--- src/rtl/int_vector_ctl.sv ---
// int_vector_ctl: vectored interrupt controller that issues one-cycle PC-load strobes to a CPU core.
// Optional source mask register is enabled by defining INT_MASK_EN.
module int_vector_ctl #(
   parameter int          NSRC       = 4,
   parameter logic [31:0] RESET_VEC  = 32'h0000_0000,
   parameter logic [31:0] VEC_BASE   = 32'h0000_0100,
   parameter logic [31:0] VEC_STRIDE = 32'h10
) (
   input  logic            clk,
   input  logic            rst,
   input  logic [NSRC-1:0] irq,
   input  logic            ack,
   input  logic            mask_we,
   input  logic [NSRC-1:0] mask_wd,
   output logic            INT,
   output logic [31:0]     entryPoint,
   output logic            busy,
   output logic [1:0]      cause,
   output logic [NSRC-1:0] pending
);
   typedef enum logic [1:0] {BOOT, IDLE, ISSUE, SERVICE} state_t;
   state_t          r_state, w_state_nxt;
   logic [NSRC-1:0] r_irq_q, w_mask, w_req, w_clr;
   logic [1:0]      w_sel, w_cause_nxt;
   logic [31:0]     w_ep_nxt;
   logic            w_int_nxt, w_busy_nxt;
`ifdef INT_MASK_EN
   logic [NSRC-1:0] r_mask;
   always_ff @(posedge clk)
      if (rst) r_mask <= '1;
      else if (mask_we) r_mask <= mask_wd;
   assign w_mask = r_mask;
`else
   logic w_unused_mask;
   assign w_mask = '1;
   assign w_unused_mask = &{1'b0, mask_we, mask_wd};
`endif
   assign w_req = pending & w_mask;
   // lowest index wins: scan downwards so the last hit is the smallest
   always_comb begin
      w_sel = '0;
      for (int i = NSRC - 1; i >= 0; i--) w_sel = w_req[i] ? 2'(i) : w_sel;
   end
   always_comb begin
      w_state_nxt = r_state;
      w_int_nxt   = 1'b0;
      w_busy_nxt  = busy;
      w_ep_nxt    = entryPoint;
      w_cause_nxt = cause;
      w_clr       = '0;
      case (r_state)
         BOOT: begin
            w_state_nxt = IDLE;
            w_int_nxt   = 1'b1;
            w_ep_nxt    = RESET_VEC;
         end
         IDLE: if (|w_req) begin
            w_state_nxt = ISSUE;
            w_int_nxt   = 1'b1;
            w_busy_nxt  = 1'b1;
            w_cause_nxt = w_sel;
            w_ep_nxt    = VEC_BASE + 32'(w_sel) * VEC_STRIDE;
            w_clr       = NSRC'(1) << w_sel;
         end
         ISSUE: w_state_nxt = SERVICE;
         SERVICE: if (ack) begin
            w_state_nxt = IDLE;
            w_busy_nxt  = 1'b0;
         end
         default: w_state_nxt = BOOT;
      endcase
   end
   // a fresh edge on a line being issued this cycle keeps its pending bit set
   always_ff @(posedge clk)
      if (rst) begin
         r_state    <= BOOT;
         INT        <= 1'b0;
         entryPoint <= RESET_VEC;
         busy       <= 1'b0;
         cause      <= '0;
         pending    <= '0;
         r_irq_q    <= '1;
      end else begin
         r_state    <= w_state_nxt;
         INT        <= w_int_nxt;
         entryPoint <= w_ep_nxt;
         busy       <= w_busy_nxt;
         cause      <= w_cause_nxt;
         pending    <= (pending & ~w_clr) | (irq & ~r_irq_q);
         r_irq_q    <= irq;
      end
endmodule

--- config.mk ---
export PLATFORM = sky130hd
export DESIGN_NAME = int_vector_ctl
export DESIGN_NICKNAME = d
export VERILOG_FILES = /design/src/rtl/int_vector_ctl.sv
export SDC_FILE = /design/constraint.sdc
export NUM_CORES = 1
export LEC_CHECK = 0
export ABC_AREA = 1
export BUFFER_PORTS_ARGS = -buffer_cell sky130_fd_sc_hd__buf_2
export CORE_AREA = 4 4 52 54
export CTS_CLUSTER_SIZE = 28
export DETAILED_ROUTE_END_ITERATION = 7
export DIE_AREA = 0 0 56 58
export HOLD_SLACK_MARGIN = 0.1
export PLACE_DENSITY = 0.76
export SLEW_MARGIN = 10
export SYNTH_ARGS = -nofsm -noshare
export SYNTH_HDL_FRONTEND = slang
export SYNTH_SLANG_ARGS = --single-unit
--- constraint.sdc ---
create_clock -name clk -period 1.6 [get_ports clk]
set_input_delay 0 -clock clk [delete_from_list [all_inputs] [get_ports clk]]
set_output_delay 0 -clock clk [all_outputs]
set_load 0.03 [all_outputs]
* Yosys cells after proc, flatten, opt, wreduce, memory -nomap -nowiden
Index checks and enable logic that the tools add are counted.
** Word-level totals
- Bits of input ports :: 12
- Register bits after elaboration :: 46
- Logic and storage cells :: 43
** Operators by class
- Shift operators :: 1
- Equality and inequality tests :: 5
- Add/sub/neg operators :: 1
- Multiplexer cells :: 16
- Bitwise operators :: 5
- Reductions and logical operators :: 8
** Operators with widths (count)
- $pmux W32 S2 :: 1
- $mux W32 :: 1
- $mux W2 :: 6
- $add A9 B6 Y10 const A :: 1
- $and A4 B4 Y4 :: 2
- $mux W4 :: 2
- $not A4 Y4 :: 2
- $pmux W2 S4 :: 1
- $reduce_and A2 Y1 :: 3
- $eq A2 B2 Y1 const B :: 2
- $ne A2 B2 Y1 const B :: 2
- $or A4 B4 Y4 :: 1
- $pmux W1 S2 :: 2
- $reduce_bool A2 Y1 :: 2
- $reduce_or A4 Y1 :: 1
- $shl A1 B2 Y4 const A :: 1
- $mux W1 :: 3
- $reduce_and A3 Y1 :: 1
- $eq A2 B1 Y1 const B :: 1
- $logic_not A2 Y1 :: 1

* Logic depth before layout (Yosys ltp)
Gate-level depths: netlist of run 1.
- Depth in word-level cells :: 10
- Gate-level depth with buffers :: 7
- Gate-level depth less buffers :: 7

* Worst setup path before layout of run 1
No wires, ideal clock.
- Path kind :: reg2reg
- From :: register r_state[0]
- To :: register cause[0]
- Data arrival time :: 1.049 ns
- Setup slack :: 0.438 ns
- Clock period less this slack :: 1.162 ns
- Cell stages (with the launch flop) :: 7
- Data required time :: 1.487 ns
- Path buffers :: 0
- Setup time :: 0.113 ns
- Cells stage by stage :: dfxtp_1 > ha_1 > inv_2 > a21oi_1 > nand2_1 > nand2_1 > nor2_1
** Between the ends
- Cells in the longest elaborated chain, start to end :: 2
** Ends and longest elaborated chain
- start: declaration :: RTL line 22 : state_t r_state, w_state_nxt;
- start signal: assignment :: RTL line 84 : r_state <= w_state_nxt;
- $eq A2 B1 Y1 :: RTL line 51 : case (r_state)
- $reduce_and A2 Y1 (no source line)
- end signal: assignment :: RTL line 88 : cause <= w_cause_nxt;
- end: declaration :: RTL line 18 : output logic [1:0] cause,
No other way between the ends.
A chain may end at the register's enable or synchronous reset.

* Final worst setup path of run 1
- From :: register r_state[1]
- To :: register entryPoint[4]
** Between the ends
- Cells in the longest elaborated chain, start to end :: 3
** Ends and longest elaborated chain
- $eq A2 B1 Y1 or $logic_not A2 Y1 (tied branches) :: RTL line 51
- $ne A2 B2 Y1 (no source line) or $reduce_bool A2 Y1 (tied branches)
- $reduce_and A2 Y1 (no source line)
- end signal: assignment :: RTL line 86 : entryPoint <= w_ep_nxt;
- end: declaration :: RTL line 16 : output logic [31:0] entryPoint,
Several ways; a longest one is shown, not always the timed one.

==> summary.txt, run 1 <==
STATUS
------------------------------------------------------------------------------------------
Result of the run ...........................................................    completed

ROUTING
------------------------------------------------------------------------------------------
Vias/cell ...................................................................         4.17
Routed wire length ..........................................................      1.55 mm
# DRC .......................................................................            0
Number of DRC violations after detailed-routing iteration 0 .................           13
Pre-antenna DRT Iters .......................................................            6
Antenna-violating nets left .................................................            0
Routed len/inst .............................................................      8.78 µm
Via total after detailed routing ............................................          738

DIE
------------------------------------------------------------------------------------------
Die width ...................................................................        56 µm
Number of rows created at floorplan .........................................           17
Die Outline Area ............................................................  0.00325 mm²
Effective utilization at floorplan ..........................................        0.427
Core region area ............................................................  0.00221 mm²
I/O pin total ...............................................................           52
Die H .......................................................................        58 µm

STA
------------------------------------------------------------------------------------------
Max frequency ...............................................................      718 MHz
Part of the cycle the worst path needs ......................................        0.870
RSZ-0062 raised after global routing ........................................           no
Worst clock skew ............................................................   0.00179 ns
Setup TNS Final .............................................................         0 ns
Total count of hold-check failures in the final report ......................            0
Final Max Slew Viols ........................................................            0
Setup violations, final .....................................................            0
Min Tclk post-route .........................................................      1.39 ns

MIN PATH
------------------------------------------------------------------------------------------
Startpoint of the lowest-slack hold path ....................................       irq[1]
Worst min-delay path endpoint ...............................................   r_irq_q[1]
Worst hold path stage count .................................................            4
Path type of the worst min-delay path ....................................... input pin to flop

SYNTHESIS
------------------------------------------------------------------------------------------
Synth Cell Area .............................................................      945 µm²
Unique cell type count in the Yosys netlist .................................           19
Dominant cell type by area after synthesis .................................. sky130_fd_sc_hd__dfxtp_1
Synth Instances .............................................................          124
Sequential element share of the synthesized area ............................        0.360
Synthesized flop and latch total ............................................           17
Warnings, synthesis .........................................................            0
Synthesized area divided by synthesized cell count ..........................     7.62 µm²
Main area contributors after synthesis ...................................... sky130_fd_sc_hd__dfxtp_1, sky130_fd_sc_hd__buf_4, sky130_fd_sc_hd__nand2_1
Area share of the largest cell type after synthesis .........................        0.360

CELLS AND AREA
------------------------------------------------------------------------------------------
Utilization after layout ....................................................        0.467
Number of diodes ............................................................            0
P&R area growth vs syn ......................................................        9.40%
Ratio of cells with drive above 1 in the final layout .......................        0.181
Post-layout nets ............................................................          166

CLOCK NETWORK
------------------------------------------------------------------------------------------
Clock edge transition at the registers on the reported setup and hold paths .      0.09 ns
Later-pin clock latency in the skew report ..................................      0.28 ns
Number of levels the H-tree was split into ..................................            1
Buffers from clock root to sink, at most ....................................            2
Clk Tree Root Cell .......................................................... sky130_fd_sc_hd__clkbuf_4
Post-CTS resize count .......................................................            0
Total of hold buffers inserted after clock tree synthesis ...................            6
Setup repair bufs after CTS .................................................            0
TritonCTS clock tree ........................................................        built
Total CTS buffers ...........................................................            3
Sink Count ..................................................................           17

SETUP PATH
------------------------------------------------------------------------------------------
Req. time, crit path ........................................................      1.79 ns
Arr. time, crit path ........................................................      1.58 ns
Critical path class ......................................................... flop to flop
Cell mode on critical path .................................................. sky130_fd_sc_hd__nand2_1
Category of the worst setup path launch point ...............................         flop
CP peak stage delay .........................................................      0.33 ns
Worst reg2reg startpoint ....................................................   r_state[1]
Register-to-Register Path Depth .............................................            7
Kind of end point of the critical path ......................................         flop
Cell type group with the largest total delay on the critical path ...........   flip-flops
Max Fanout on Critical Path .................................................            6
Capturing point of the worst reg2reg path ................................... entryPoint[4]
Slowest stage cell on the critical path ..................................... sky130_fd_sc_hd__dfxtp_1
R2R setup slack .............................................................      0.21 ns
Crit path cell chain ........................................................ inv_1, ha_1, inv_2, a21oi_1, nand2_1, nand2_1, nor2_1
Buffer and inverter count on the worst path .................................            2

PLACEMENT
------------------------------------------------------------------------------------------
Detailed placer's ending HPWL ...............................................      1.22 mm
Weighted congestion reported at the end of routability-driven placement .....        0.774
Port Buf Inserts ............................................................           17

GLOBAL ROUTING
------------------------------------------------------------------------------------------
Antenna violations before repair ............................................            0
Maximum number of pins on one net before global-route repair ................           10
Via count of the first global-routing pass ..................................          623
Wire length of the first global-routing pass ................................      2.41 mm
Overflow left after global routing ..........................................            0
All-Layer GR Usage ..........................................................       0.0946

POWER AND IR DROP
------------------------------------------------------------------------------------------
Power Density ...............................................................  1240 mW/mm²
Maximum vdd ir drop .........................................................     0.490 mV
Leak Pwr ....................................................................     0.551 nW
Power Total .................................................................      1.28 mW

JOB
------------------------------------------------------------------------------------------
Max-cap viol count ..........................................................            0

## through the flow
stage | hold slack [ns] | instances | setup WS, ns | area [µm²]
global placement | 0.178 | 167 | 0.309 | 947
detailed placement | 0.185 | 167 | 0.260 | 947
CTS | 0.420 | 177 | 0.214 | 1030
finish | 0.422 | 177 | 0.208 | 1030
global route | 0.434 | 177 | 0.0406 | 1030
floorplan | 0.0917 | 152 | 0.438 | 1050
## logic make-up (layout without fill, tap and decap cells)
| family | count (synthesis) | after routing | share of synthesized area |
|---|---|---|---|
| adder cells (fa/ha/maj) | 4 | 4 | 0.0530 |
| other | 1 | 29 | 0.00397 |
| flip-flops | 17 | 17 | 0.360 |
| AO/OA/AOI/OAI | 14 | 14 | 0.0808 |
| buffers and inverters | 46 | 43 | 0.299 |
| AND/OR/NAND/NOR | 42 | 42 | 0.203 |
## cell type report
type / count / area (µm²)
Fill cell: 234 / 1180
Sequential cell: 17 / 340
Timing Repair Buffer: 23 / 145
Tap cell: 28 / 35.0
Clock buffer: 4 / 26.3
Multi-Input combinational cell: 89 / 427
Inverter: 16 / 60.1
## registers in the layout, summed over array words and instances, names as in the netlist
signal / cells
busy: 1
r_irq_q: 4
entryPoint: 3
pending: 4
INT: 1
r_state: 2
cause: 2
## power breakdown
group	internal, mW	switching, mW	leakage [nW]
clock	0.0968	0.125	0.0150
combinational	0.157	0.373	0.396
sequential	0.488	0.0423	0.140
## cell usage after synthesis
| cell | number |
|---|---|
| sky130_fd_sc_hd__o21ai_0 | 2 |
| sky130_fd_sc_hd__buf_2 | 1 |
| sky130_fd_sc_hd__dfxtp_1 | 17 |
| sky130_fd_sc_hd__o21bai_1 | 1 |
| sky130_fd_sc_hd__nor2_4 | 2 |
| sky130_fd_sc_hd__conb_1 | 1 |
| sky130_fd_sc_hd__ha_1 | 4 |
| sky130_fd_sc_hd__a21boi_0 | 1 |
| sky130_fd_sc_hd__nand3_1 | 5 |
| sky130_fd_sc_hd__inv_2 | 1 |
| sky130_fd_sc_hd__nand2_2 | 1 |
| sky130_fd_sc_hd__or2_2 | 3 |
| sky130_fd_sc_hd__nand2_1 | 21 |
| sky130_fd_sc_hd__inv_1 | 15 |
| sky130_fd_sc_hd__nor2_1 | 9 |
| sky130_fd_sc_hd__or2_1 | 1 |
| sky130_fd_sc_hd__a21oi_1 | 9 |
| sky130_fd_sc_hd__buf_4 | 29 |
| sky130_fd_sc_hd__o22ai_1 | 1 |
## layer usage
| layer | up-vias | global-route usage | wire, µm |
|---|---|---|---|
| met3 | 6 | 0.0200 | 151 |
| met5 | - | 0 | 0 |
| met1 | 326 | 0.0853 | 564 |
| met2 | 36 | 0.180 | 783 |
| met4 | 0 | 0.0780 | 55 |
| li1 | 370 | - | - |
## cell usage in the layout, fill, tap and decap left out, drive strengths merged
cell / instances
a21boi: 1
a21oi: 9
buf: 17
clkbuf: 4
conb: 29
dfxtp: 17
dlygate4sd3: 6
ha: 4
inv: 16
nand2: 22
nand3: 5
nor2: 11
o21ai: 2
o21bai: 1
o22ai: 1
or2: 4
## worst reg2reg max path, delay by kind of cell, from the launching register on
family / cells / cell delay, ns
flops: 1 / 0.33
fa+ha+maj: 1 / 0.31
simple gates: 3 / 0.24
compound gates: 1 / 0.23
buf+inv: 2 / 0.19
## worst max-delay path by stage
| stage | from | end | slack (ns) | cells after the start |
|---|---|---|---|---|
| after floorplan | r_state[0] | cause[0] | 0.44 | 6 |
| after global routing | r_state[0] | entryPoint[4] | 0.04 | 6 |
| final | r_state[1] | entryPoint[4] | 0.21 | 7 |
| after detailed placement | r_state[1] | entryPoint[4] | 0.26 | 7 |
| after global placement | r_state[0] | entryPoint[4] | 0.31 | 6 |
| after CTS | r_state[1] | entryPoint[4] | 0.21 | 7 |
Power figures use the tool's default switching activity.
==> run 2, diff against run 1 <==
--- a/config.mk
+++ b/config.mk
@@ -7,12 +7,11 @@
 export LEC_CHECK = 0
 export ABC_AREA = 1
 export BUFFER_PORTS_ARGS = -buffer_cell sky130_fd_sc_hd__buf_2
-export CORE_AREA = 4 4 52 54
-export CTS_CLUSTER_SIZE = 28
+export CORE_AREA = 4 4 42 72
 export DETAILED_ROUTE_END_ITERATION = 7
-export DIE_AREA = 0 0 56 58
+export DIE_AREA = 0 0 46 76
 export HOLD_SLACK_MARGIN = 0.1
-export PLACE_DENSITY = 0.76
+export PLACE_DENSITY = 0.7
 export SLEW_MARGIN = 10
 export SYNTH_ARGS = -nofsm -noshare
 export SYNTH_HDL_FRONTEND = slang
==> summary.txt, run 2 (synthesis gave the netlist of run 1 again) <==
DIE
------------------------------------------------------------------------------------------
Die H .......................................................................        76 µm
Effective utilization at floorplan ..........................................        0.384
Number of rows created at floorplan .........................................           24
Die width ...................................................................        46 µm
Die Outline Area ............................................................  0.00350 mm²
I/O pin total ...............................................................           52
Core region area ............................................................  0.00246 mm²

SETUP PATH
------------------------------------------------------------------------------------------
Kind of end point of the critical path ......................................         flop
Critical path class ......................................................... flop to flop
R2R setup slack .............................................................      0.25 ns
Capturing point of the worst reg2reg path ................................... entryPoint[4]
Max Fanout on Critical Path .................................................            6
Arr. time, crit path ........................................................      1.51 ns
Register-to-Register Path Depth .............................................            6
Req. time, crit path ........................................................      1.76 ns
Category of the worst setup path launch point ...............................         flop
Worst reg2reg startpoint ....................................................   r_state[0]

CLOCK NETWORK
------------------------------------------------------------------------------------------
Total CTS buffers ...........................................................            3
Clk Tree Root Cell .......................................................... sky130_fd_sc_hd__clkbuf_8
Clock edge transition at the registers on the reported setup and hold paths .      0.07 ns
Buffers from clock root to sink, at most ....................................            2
Number of levels the H-tree was split into ..................................            1
TritonCTS clock tree ........................................................        built
Later-pin clock latency in the skew report ..................................      0.25 ns
Sink Count ..................................................................           17

GLOBAL ROUTING
------------------------------------------------------------------------------------------
Via count of the first global-routing pass ..................................          633
Antenna violations before repair ............................................            0
Overflow left after global routing ..........................................            0
All-Layer GR Usage ..........................................................       0.0970
Maximum number of pins on one net before global-route repair ................           11
Wire length of the first global-routing pass ................................      2.64 mm

CELLS AND AREA
------------------------------------------------------------------------------------------
Number of diodes ............................................................            0
Fill cell total of the finished layout ......................................          252
Ratio of cells with drive above 1 in the final layout .......................        0.188
Top flop regs ............................................................... pending x4, r_irq_q x4, entryPoint x3
Number of standard cells in the final layout excluding fillers ..............          175
Post-layout nets ............................................................          166
Final standard cell area without fillers ....................................  0.00105 mm²
Most frequent standard cell in the layout excluding fill and tap cells ...... sky130_fd_sc_hd__conb_1
Highest-count cells in the layout ignoring fill and taps .................... sky130_fd_sc_hd__conb_1, sky130_fd_sc_hd__nand2_1, sky130_fd_sc_hd__dfxtp_1, sky130_fd_sc_hd__buf_2, sky130_fd_sc_hd__inv_1
P&R area growth vs syn ......................................................        11.3%

STA
------------------------------------------------------------------------------------------
RSZ-0062 raised after global routing ........................................           no
Total count of hold-check failures in the final report ......................            0
Part of the cycle the worst path needs ......................................        0.845
Final Max Slew Viols ........................................................            0
Worst clock skew ............................................................   0.00119 ns
Worst-case setup margin in the final layout .................................     0.248 ns
Setup TNS Final .............................................................         0 ns
Setup violations, final .....................................................            0
Min Tclk post-route .........................................................      1.35 ns
Max frequency ...............................................................      740 MHz

POWER AND IR DROP
------------------------------------------------------------------------------------------
Maximum vdd ir drop .........................................................     0.713 mV
Power Total .................................................................      1.38 mW
Power Density ...............................................................  1320 mW/mm²
Leak Pwr ....................................................................     0.561 nW

ROUTING
------------------------------------------------------------------------------------------
Via total after detailed routing ............................................          719
Vias/cell ...................................................................         4.11
Routed wire length ..........................................................      1.58 mm
Antenna-violating nets left .................................................            0
Number of DRC violations after detailed-routing iteration 0 .................           24
Routed len/inst .............................................................      9.05 µm
Pre-antenna DRT Iters .......................................................            3
# DRC .......................................................................            0

MIN PATH
------------------------------------------------------------------------------------------
Worst min-delay path endpoint ...............................................   r_irq_q[1]
Path type of the worst min-delay path ....................................... input pin to flop
Startpoint of the lowest-slack hold path ....................................       irq[1]
Worst hold path stage count .................................................            4

PLACEMENT
------------------------------------------------------------------------------------------
Number of placed instances, taps included ...................................          165
Port Buf Inserts ............................................................           17
Pre-CTS WS ..................................................................     0.263 ns
Detailed placer's ending HPWL ...............................................      1.32 mm
Total placed instance area ..................................................      945 µm²
Weighted congestion reported at the end of routability-driven placement .....        0.818

STATUS
------------------------------------------------------------------------------------------
Result of the run ...........................................................    completed

JOB
------------------------------------------------------------------------------------------
Max-cap viol count ..........................................................            0

-- run 2: cell types whose count changed in the layout (fill, tap and decap cells not counted) --
cell	delta
sky130_fd_sc_hd__clkbuf_4	-3
sky130_fd_sc_hd__clkbuf_8	+3
sky130_fd_sc_hd__clkbuf_1	-1
sky130_fd_sc_hd__clkinv_2	+1
-- run 2: layout make-up --
| type | count | area [µm²] | area share |
|---|---|---|---|
| clock inverter | 1 | 5.00 | 0.00476 |
| sequential | 17 | 340 | 0.324 |
| tap | 26 | 32.5 | 0.0310 |
| inverter | 16 | 60.1 | 0.0571 |
| timing repair buffer | 23 | 145 | 0.138 |
| clock buffer | 3 | 41.3 | 0.0393 |
| multi-input combinational | 89 | 427 | 0.406 |
-- run 2: power by group --
group	switching (mW)	internal [mW]	total, mW	leakage [nW]
registers	0.0484	0.489	0.537	0.140
clock network	0.148	0.173	0.321	0.0255
logic	0.369	0.157	0.526	0.396
-- run 2: worst max path at each step --
stage               start            end  slack, ns
3_5_place_dp   r_state[0]  entryPoint[4]       0.26
5_1_grt        r_state[0]       cause[0]       0.08
6_report       r_state[0]  entryPoint[4]       0.25
3_3_place_gp   r_state[0]       cause[0]       0.28
4_1_cts        r_state[0]  entryPoint[4]       0.26
2_1_floorplan  r_state[0]       cause[0]       0.44
-- run 2: per-stage QoR --
step	util	hold slack [ns]
after floorplan	-	0.0917
after global placement	0.384	0.179
after detailed placement	0.384	0.183
after CTS	0.427	0.457
after global routing	0.427	0.483
final	0.427	0.460
-- run 2: repair_timing --
item                      CTS  global route
hold buffers                6             0
hold endpoints to repair   13             0
buffers inserted            0             0
resized for setup           0             0
-- run 2: critical path: stages, from the launching register on --
cell	delay (ns)
sky130_fd_sc_hd__dfxtp_1	0.42
sky130_fd_sc_hd__ha_1	0.33
sky130_fd_sc_hd__inv_2	0.08
sky130_fd_sc_hd__a21oi_1	0.22
sky130_fd_sc_hd__nand2_1	0.08
sky130_fd_sc_hd__nand2_1	0.08
sky130_fd_sc_hd__nor2_1	0.04
-- run 2: per-layer routing --
metal / vias up / GRT usage / routed length [µm] / part of all wire
met4: 0 / 0.0513 / 42 / 0.027
met2: 33 / 0.169 / 776 / 0.49
met3: 5 / 0.0165 / 164 / 0.10
met1: 314 / 0.102 / 599 / 0.38
li1: 367 / - / - / -
met5: - / 0 / 0 / 0
==> run 3, diff against run 2 <==
==> constraint.sdc (replaced) <==
create_clock -name clk -period 1.25 [get_ports clk]
set_input_delay 0 -clock clk [delete_from_list [all_inputs] [get_ports clk]]
set_output_delay 0 -clock clk [all_outputs]
set_load 0.03 [all_outputs]
==> summary.txt, run 3 (synthesis gave the netlist of run 1 again) <==
GLOBAL ROUTING
------------------------------------------------------------------------------------------
All-Layer GR Usage ..........................................................        0.101
Overflow left after global routing ..........................................            0
Wire length of the first global-routing pass ................................      2.77 mm
Via count of the first global-routing pass ..................................          685
Antenna violations before repair ............................................            0
Maximum number of pins on one net before global-route repair ................           11

CLOCK NETWORK
------------------------------------------------------------------------------------------
Sink Count ..................................................................           17
Total CTS buffers ...........................................................            3
Later-pin clock latency in the skew report ..................................      0.25 ns
Buffers from clock root to sink, at most ....................................            2
TritonCTS clock tree ........................................................        built
Clock edge transition at the registers on the reported setup and hold paths .      0.07 ns
Clk Tree Root Cell .......................................................... sky130_fd_sc_hd__clkbuf_8
Number of levels the H-tree was split into ..................................            1

CELLS AND AREA
------------------------------------------------------------------------------------------
Highest-count cells in the layout ignoring fill and taps .................... sky130_fd_sc_hd__conb_1, sky130_fd_sc_hd__nand2_1, sky130_fd_sc_hd__dfxtp_1, sky130_fd_sc_hd__buf_2, sky130_fd_sc_hd__inv_1
Number of diodes ............................................................            0
Utilization after layout ....................................................        0.446
Ratio of cells with drive above 1 in the final layout .......................        0.234
Top flop regs ............................................................... pending x4, r_irq_q x4, entryPoint x3
Most frequent standard cell in the layout excluding fill and tap cells ...... sky130_fd_sc_hd__conb_1
Number of standard cells in the final layout excluding fillers ..............          180
Fill cell total of the finished layout ......................................          266
P&R area growth vs syn ......................................................        16.2%
Post-layout nets ............................................................          171

ROUTING
------------------------------------------------------------------------------------------
Routed len/inst .............................................................      9.43 µm
Routed wire length ..........................................................      1.70 mm
Topmost layer with routed signal wires ......................................         met4
Antenna-violating nets left .................................................            0
Number of DRC violations after detailed-routing iteration 0 .................           22
# DRC .......................................................................            0
Vias/cell ...................................................................         4.14
Detail Route met3 WL ........................................................       155 µm
Met1 Routed Length ..........................................................       611 µm
Via total after detailed routing ............................................          746
DR WL met2 ..................................................................       889 µm
Pre-antenna DRT Iters .......................................................            4

SETUP PATH
------------------------------------------------------------------------------------------
Max Fanout on Critical Path .................................................            4
Kind of end point of the critical path ......................................         flop
Category of the worst setup path launch point ...............................         flop
Arr. time, crit path ........................................................      1.37 ns
Slowest stage cell on the critical path ..................................... sky130_fd_sc_hd__dfxtp_1
Crit path cell chain ........................................................ buf_4, inv_1, ha_1, a21boi_1, nand2_1, a21oi_1
CP peak stage delay .........................................................      0.36 ns
Req. time, crit path ........................................................      1.44 ns
Critical path class ......................................................... flop to flop

PLACEMENT
------------------------------------------------------------------------------------------
Detailed placer's ending HPWL ...............................................      1.37 mm
Number of placed instances, taps included ...................................          170
Pre-CTS WS ..................................................................    0.0307 ns
Weighted congestion reported at the end of routability-driven placement .....        0.773
Port Buf Inserts ............................................................           17

DIE
------------------------------------------------------------------------------------------
Die width ...................................................................        46 µm
Core region area ............................................................  0.00246 mm²
Die Outline Area ............................................................  0.00350 mm²
Die H .......................................................................        76 µm
Effective utilization at floorplan ..........................................        0.384
Number of rows created at floorplan .........................................           24
I/O pin total ...............................................................           52

STA
------------------------------------------------------------------------------------------
Worst clock skew ............................................................   0.00465 ns
Setup violations, final .....................................................            0
Part of the cycle the worst path needs ......................................        0.946
Min Tclk post-route .........................................................      1.18 ns
Final Max Slew Viols ........................................................            0
Max frequency ...............................................................      846 MHz
Total count of hold-check failures in the final report ......................            0
Worst-case setup margin in the final layout .................................    0.0676 ns
Hold WS .....................................................................     0.461 ns
Setup TNS Final .............................................................         0 ns

STATUS
------------------------------------------------------------------------------------------
Result of the run ...........................................................    completed

POWER AND IR DROP
------------------------------------------------------------------------------------------
Power Density ...............................................................  1730 mW/mm²
Leak Pwr ....................................................................     0.585 nW
Maximum vdd ir drop .........................................................     0.936 mV

JOB
------------------------------------------------------------------------------------------
Max-cap viol count ..........................................................            0

MIN PATH
------------------------------------------------------------------------------------------
Path type of the worst min-delay path ....................................... flop to flop

==> run 3: metrics by stage <==
| step | instance area, µm² | total power, mW |
|---|---|---|
| 2_1_floorplan | 1050 | 1.29 |
| 5_1_grt | 1100 | 2.02 |
| 4_1_cts | 1090 | 1.89 |
| 6_report | 1100 | 1.89 |
| 3_5_place_dp | 982 | 1.46 |
| 3_3_place_gp | 982 | 1.44 |
==> run 3: worst max-delay path: cells and delay by family (launching register included) <==
| family | cells | cell delay, ns |
|---|---|---|
| flip-flops | 1 | 0.36 |
| adder cells (fa/ha/maj) | 1 | 0.22 |
| buffers and inverters | 2 | 0.18 |
| AND/OR/NAND/NOR | 1 | 0.06 |
| AO/OA/AOI/OAI | 2 | 0.28 |
==> run 3: worst paths after layout <==
path              depth (start not counted)  slack, ns     startpoint       endpoint
setup / recovery                          6       0.07     r_state[0]  entryPoint[5]
hold / removal                            2       0.46  entryPoint[8]  entryPoint[8]
setup reg to reg                          6       0.07     r_state[0]  entryPoint[5]
hold reg to reg                           2       0.46  entryPoint[8]  entryPoint[8]
==> run 3: where the power goes <==
group | switching [mW] | total [mW] | internal (mW)
registers | 0.0465 | 0.672 | 0.625
clock network | 0.186 | 0.408 | 0.221
logic | 0.525 | 0.815 | 0.290
total | 0.758 | 1.89 | 1.14
==> run 3: cell type report <==
type | instances | area [µm²] | share of cell area
inverter | 16 | 60.1 | 0.0547
sequential | 17 | 340 | 0.310
clock inverter | 1 | 5.00 | 0.00456
timing repair buffer | 28 | 183 | 0.166
clock buffer | 3 | 41.3 | 0.0376
multi-input combinational | 89 | 435 | 0.397
tap | 26 | 32.5 | 0.0296
==> run 3: what timing repair did <==
action / in CTS / in global routing
hold buffers: 6 / 0
setup endpoints to repair: 0 / 8
endpoints found under the hold margin: 13 / 0
setup buffers: 0 / 0
resized for setup: 0 / 4
==> run 3: metal layers <==
layer,vias to the layer above,GRT usage
li1,380,-
met1,326,0.107
met2,35,0.177
met3,5,0.0189
met4,0,0.0513
met5,-,0
